<file path="config.mk">
export PLATFORM = sky130hd
export DESIGN_NAME = text_cursor_ctrl
export DESIGN_NICKNAME = d
export VERILOG_FILES = /design/src/rtl/term_pkg.sv /design/src/rtl/term_char_class.sv /design/src/rtl/text_cursor_ctrl.sv
export SDC_FILE = /design/constraint.sdc
export NUM_CORES = 1
export LEC_CHECK = 0
export ABC_AREA = 1
export BUFFER_PORTS_ARGS = -buffer_cell sky130_fd_sc_hd__buf_2
export CAP_MARGIN = 30
export CORE_UTILIZATION = 49
export CTS_CLUSTER_DIAMETER = 40
export CTS_CLUSTER_SIZE = 14
export DETAILED_ROUTE_END_ITERATION = 12
export HOLD_SLACK_MARGIN = 0.06
export PLACE_DENSITY_LB_ADDON = 0.15
export REMOVE_ABC_BUFFERS = 1
export SYNTH_ARGS = -nofsm -noshare
export SYNTH_HDL_FRONTEND = slang
export SYNTH_HIERARCHICAL = 1
export SYNTH_SLANG_ARGS = --single-unit
</file>
<file path="constraint.sdc">
create_clock -name clk -period 1.4 [get_ports clk]
set_input_delay 0.35 -clock clk [delete_from_list [all_inputs] [get_ports clk]]
set_output_delay 0.35 -clock clk [all_outputs]
set_load 0.005 [all_outputs]
</file>
<file path="src/rtl/term_pkg.sv">
// ============================================================================
// Module   : term_pkg
// Purpose  : Shared byte codes and FSM state encoding for the text cursor engine.
// Revision : 1.0 - initial release
// ============================================================================
`default_nettype none

package term_pkg;

  localparam logic [7:0] CH_CR       = 8'h0D;
  localparam logic [7:0] CH_LF       = 8'h0A;
  localparam logic [7:0] CH_BS       = 8'h08;
  localparam logic [7:0] CH_PRINT_LO = 8'h20;
  localparam logic [7:0] CH_PRINT_HI = 8'h7E;

  typedef enum logic [1:0] {
    IDLE     = 2'd0,
    CLR_LINE = 2'd1,
    CLR_ALL  = 2'd2
  } term_state_e;

endpackage

`default_nettype wire

</file>
<file path="src/rtl/term_char_class.sv">
// ============================================================================
// Module   : term_char_class
// Purpose  : Combinational classifier for received bytes (printable/CR/LF/BS).
// Revision : 1.0 - initial release
// ============================================================================
`default_nettype none

module term_char_class
  import term_pkg::*;
(
  input  logic [7:0] data,
  output logic       is_print,
  output logic       is_cr,
  output logic       is_lf,
  output logic       is_bs
);

  always_comb begin
    is_print = (data >= CH_PRINT_LO) && (data <= CH_PRINT_HI);
    is_cr    = (data == CH_CR);
    is_lf    = (data == CH_LF);
    is_bs    = (data == CH_BS);
  end

endmodule

`default_nettype wire

</file>
<file path="src/rtl/text_cursor_ctrl.sv">
// ============================================================================
// Module   : text_cursor_ctrl
// Purpose  : UART-to-char-RAM cursor engine with CR/LF/CRLF, wrap and blanking.
//            Optional backspace support when TERM_BACKSPACE_EN is defined.
// Revision : 1.0 - initial release
// ============================================================================
`default_nettype none

module text_cursor_ctrl
  import term_pkg::*;
#(
  parameter int          COLS      = 32,
  parameter int          ROWS      = 4,
  parameter int          HOME_ROW  = 1,
  parameter logic [7:0]  FILL_CHAR = 8'h20
) (
  input  logic                    clk,
  input  logic                    reset,
  input  logic [7:0]              rx_data,
  input  logic                    rx_valid,
  input  logic                    clear_all,
  output logic                    rx_ready,
  output logic                    overrun,
  output logic                    wr_en,
  output logic [$clog2(ROWS)-1:0] wr_row,
  output logic [$clog2(COLS)-1:0] wr_col,
  output logic [7:0]              wr_data,
  output logic [$clog2(ROWS)-1:0] cur_row,
  output logic [$clog2(COLS)-1:0] cur_col
);

  localparam int RW = $clog2(ROWS);
  localparam int CW = $clog2(COLS);

  localparam logic [RW-1:0] LAST_ROW = RW'(ROWS - 1);
  localparam logic [RW-1:0] HOME     = RW'(HOME_ROW);
  localparam logic [CW-1:0] LAST_COL = CW'(COLS - 1);

  term_state_e   state_q, state_d;
  logic [RW-1:0] cur_row_q, cur_row_d;
  logic [CW-1:0] cur_col_q, cur_col_d;
  logic [RW-1:0] clr_row_q, clr_row_d;
  logic [CW-1:0] clr_col_q, clr_col_d;
  logic          last_cr_q, last_cr_d;
  logic          wr_en_q, wr_en_d;
  logic [RW-1:0] wr_row_q, wr_row_d;
  logic [CW-1:0] wr_col_q, wr_col_d;
  logic [7:0]    wr_data_q, wr_data_d;
  logic          overrun_q, overrun_d;

  logic char_print, char_cr, char_lf, char_bs;

  term_char_class u_char_class (
    .data     (rx_data),
    .is_print (char_print),
    .is_cr    (char_cr),
    .is_lf    (char_lf),
    .is_bs    (char_bs)
  );

  logic          accept;
  logic          newline;
  logic          at_last_col;
  logic          line_done;
  logic          all_done;
  logic          bs_take;
  logic [RW-1:0] row_next;

`ifdef TERM_BACKSPACE_EN
  assign bs_take = char_bs && (cur_col_q != '0);
`else
  logic unused_bs;
  assign unused_bs = char_bs;
  assign bs_take   = 1'b0;
`endif

  // clear_all outranks rx_valid, so a colliding byte is neither accepted nor an overrun
  assign accept      = rx_valid && (state_q == IDLE) && !clear_all;
  assign newline     = char_cr || (char_lf && !last_cr_q);
  assign at_last_col = (cur_col_q == LAST_COL);
  assign line_done   = (clr_col_q == LAST_COL);
  assign all_done    = line_done && (clr_row_q == LAST_ROW);
  assign row_next    = (cur_row_q == LAST_ROW) ? '0 : cur_row_q + RW'(1);

  always_ff @(posedge clk) begin
    if (!reset) begin
      state_q   <= CLR_ALL;
      cur_row_q <= HOME;
      cur_col_q <= '0;
      clr_row_q <= '0;
      clr_col_q <= '0;
      last_cr_q <= 1'b0;
      wr_en_q   <= 1'b0;
      wr_row_q  <= '0;
      wr_col_q  <= '0;
      wr_data_q <= '0;
      overrun_q <= 1'b0;
    end else begin
      state_q   <= state_d;
      cur_row_q <= cur_row_d;
      cur_col_q <= cur_col_d;
      clr_row_q <= clr_row_d;
      clr_col_q <= clr_col_d;
      last_cr_q <= last_cr_d;
      wr_en_q   <= wr_en_d;
      wr_row_q  <= wr_row_d;
      wr_col_q  <= wr_col_d;
      wr_data_q <= wr_data_d;
      overrun_q <= overrun_d;
    end
  end

  always_comb begin
    state_d = state_q;
    if (clear_all) begin
      state_d = CLR_ALL;
    end else begin
      case (state_q)
        IDLE:     if (accept && !char_print && newline) state_d = CLR_LINE;
                  else if (accept && char_print && at_last_col) state_d = CLR_LINE;
        CLR_LINE: if (line_done) state_d = IDLE;
        CLR_ALL:  if (all_done) state_d = IDLE;
        default:  state_d = IDLE;
      endcase
    end
  end

  always_comb begin
    cur_row_d = cur_row_q;
    cur_col_d = cur_col_q;
    clr_row_d = clr_row_q;
    clr_col_d = clr_col_q;
    last_cr_d = last_cr_q;
    wr_en_d   = 1'b0;
    wr_row_d  = wr_row_q;
    wr_col_d  = wr_col_q;
    wr_data_d = wr_data_q;
    overrun_d = rx_valid && (state_q != IDLE) && !clear_all;

    if (clear_all) begin
      cur_row_d = HOME;
      cur_col_d = '0;
      clr_row_d = '0;
      clr_col_d = '0;
      last_cr_d = 1'b0;
    end else begin
      case (state_q)
        IDLE: begin
          if (accept) begin
            last_cr_d = char_cr;
            if (char_print) begin
              wr_en_d   = 1'b1;
              wr_row_d  = cur_row_q;
              wr_col_d  = cur_col_q;
              wr_data_d = rx_data;
              if (at_last_col) begin
                cur_col_d = '0;
                cur_row_d = row_next;
                clr_col_d = '0;
              end else begin
                cur_col_d = cur_col_q + CW'(1);
              end
            end else if (newline) begin
              cur_col_d = '0;
              cur_row_d = row_next;
              clr_col_d = '0;
            end else if (bs_take) begin
              cur_col_d = cur_col_q - CW'(1);
              wr_en_d   = 1'b1;
              wr_row_d  = cur_row_q;
              wr_col_d  = cur_col_q - CW'(1);
              wr_data_d = FILL_CHAR;
            end
          end
        end
        CLR_LINE: begin
          wr_en_d   = 1'b1;
          wr_row_d  = cur_row_q;
          wr_col_d  = clr_col_q;
          wr_data_d = FILL_CHAR;
          clr_col_d = line_done ? '0 : clr_col_q + CW'(1);
        end
        CLR_ALL: begin
          wr_en_d   = 1'b1;
          wr_row_d  = clr_row_q;
          wr_col_d  = clr_col_q;
          wr_data_d = FILL_CHAR;
          if (line_done) begin
            clr_col_d = '0;
            clr_row_d = all_done ? '0 : clr_row_q + RW'(1);
          end else begin
            clr_col_d = clr_col_q + CW'(1);
          end
        end
        default: ;
      endcase
    end
  end

  assign rx_ready = (state_q == IDLE);
  assign overrun  = overrun_q;
  assign wr_en    = wr_en_q;
  assign wr_row   = wr_row_q;
  assign wr_col   = wr_col_q;
  assign wr_data  = wr_data_q;
  assign cur_row  = cur_row_q;
  assign cur_col  = cur_col_q;

endmodule

`default_nettype wire

</file>
==> results.cfg <==
[drt]
detailedRoute.firstPassIterationCount = 4
met3WireLength_um = 390
highest-signal-layer = met4
postRouteAntennaNets = 0
wl_met1_um = 2480
initialDrtViolationCount = 175
remaining_drc_errors = 0
route.met2.wl_um = 3160
avgRoutedWirePerCell_um = 15.6
detail_route.wirelength_um = 6350
routed-via-count = 2238
avgViaCountPerCell = 5.51

[worst_hold_path]
min-delay-path-class = in -> reg
worstHoldPathCells = 5

[synthesis]
syn_inst = 271
avgSynthCellArea_um2 = 6.76
synth.yosys.warnings = 6
netlist_area_um2 = 1830

[sta]
worst_clock_skew_ns = 0.0129
total_negative_setup_slacks_ns = -1.30
worst_slew_margin_rel = 0.810
period_share = 1.09
max_freq_ghz = 0.658
whs_ns = 0.423
finalSetupViolations = 24
rsz0062_at_grt = true
period_needed_ns = 1.52
timing_hold_violations_final = 0
final_critical_path_setup_slack_ns = -0.120
timing.final.max_slew_violations = 0
slew_at_the_pin_closest_to_its_max_slew_limit_ns = 0.285

[place]
detailed_placer_s_ending_hpwl_um = 3220
finalWeightedCongestion = 0.915
post-place-cells = 387
port_buffers = 36
place_area_um2 = 2350

[grt]
largest_net_degree_at_the_start_of_global_routing = 27
antenna_violations_before_repair = 0
grt_overflow = 0
first_pass_grt_wire_length_um = 8270
grt_usage = 0.266
vias_in_the_first_global_route = 1900

[finish]
most_frequent_standard_cell_in_the_layout_excluding_fill_and_tap_cells = nand2_1
nNetsFinal = 381
layout-area-overhead-vs-synth_pct = 61.5
final_cell_mix = nand2_1, buf_4, nor2_1, buf_2, dfxtp_1
post_route_cells_drive_above_1_share = 0.461
insertedDiodeCount = 0
postLayoutCellArea_um2 = 2960
finalNonFillerCells = 406

[clock_tree]
tritoncts_num_sinks = 34
tritoncts.num_buffers = 5
clk_root_buffer_cell = clkbuf_8
cts_htree_levels = 2
worstSkewPairLatency_ns = 0.30
cts.reportedPaths.clkPinSlew_ns = 0.08
tritoncts = yes
cts.path.max_buffers = 2

[setup_path]
cp.arrival_ns = 1.70
rr_worst_depth = 11
critPathLaunchType = flop
critical_path.max_fanout = 3
critPathCaptureType = flop
setup.worst_path.class = reg -> reg
critical_path_required_ns = 1.58

[die]
num_io_pins = 37
die_width_um = 63.1
initial_core_util = 0.528
fp.dieH_um = 63.1
core_um2 = 3470
die_area_um2 = 3990
core.rowCount = 21

[pwr]
powerDensity_nw_per_um2 = 818
max-vdd-ir-drop_v = 0.000931
power.leakage_nw = 1.47

[run_status]
violations_in_the_final_reports = setup timing
run_status = complete, but fails checks

[job]
cap_violations = 0
-- path summary, 6_finish.rpt --
| check | start | to | slack (ns) |
|---|---|---|---|
| setup / recovery | cur_col[0] | state_q[1] | -0.12 |
| hold / removal | rx_data[0] | wr_data[0] | 0.42 |
| setup reg to reg | cur_col[0] | state_q[1] | -0.12 |
| hold reg to reg | wr_col[2] | wr_col[2] | 0.48 |
-- per-layer routing --
metal  track usage  vias up
li1              -     1053
met1         0.307     1051
met2         0.452      100
met3        0.0670       34
met4         0.134        0
met5             0        -
-- critical path, cell delays in order, from the launching register on --
cell     delay, ns
dfxtp_2       0.35
ha_4          0.14
inv_2         0.05
nor3_4        0.12
ha_2          0.20
inv_2         0.06
nand2_4       0.10
nand3_2       0.12
nand2_1       0.09
nand2_1       0.06
nand2_1       0.06
nand2_1       0.04
-- power by group --
group          internal (mW)  leakage (nW)  switching [mW]  total (mW)
Sequential             0.997         0.279          0.0150        1.01
Clock                  0.760        0.0714           0.387        1.15
Combinational          0.108          1.12           0.152       0.260
Total                   1.86          1.47           0.555        2.42
-- stage by stage --
stage,power [mW],util,setup WS (ns)
floorplan,1.13,-,-0.487
global placement,1.23,0.677,-0.216
detailed placement,1.23,0.677,-0.257
finish,2.42,0.853,-0.120
CTS,2.39,0.763,-0.0537
global route,2.49,0.853,-0.218
-- flip-flops by register name (all words and copies together), names as in the netlist --
name       count
wr_data        8
clr_col_q      5
cur_col        5
wr_col         5
clr_row_q      2
cur_row        2
state_q        2
wr_row         2
last_cr_q      1
overrun        1
wr_en          1
-- cell type report --
type	instances	area, um2
inverters	25	101
flip-flops and latches	34	688
clock inverters	2	60.1
fillers	197	509
well taps	46	57.6
repair buffers	87	634
clock buffers	6	82.6
multi-input cells	206	1340
-- repair_timing --
item / 4_1_cts / 5_1_grt
pin swaps: 9 / 13
cloned: 1 / 3
endpoints found under the setup margin: 32 / 31
hold buffers: 0 / 0
setup buffers: 2 / 5
gates resized for setup: 41 / 49
Note: power is estimated with default switching activity, not from simulation.
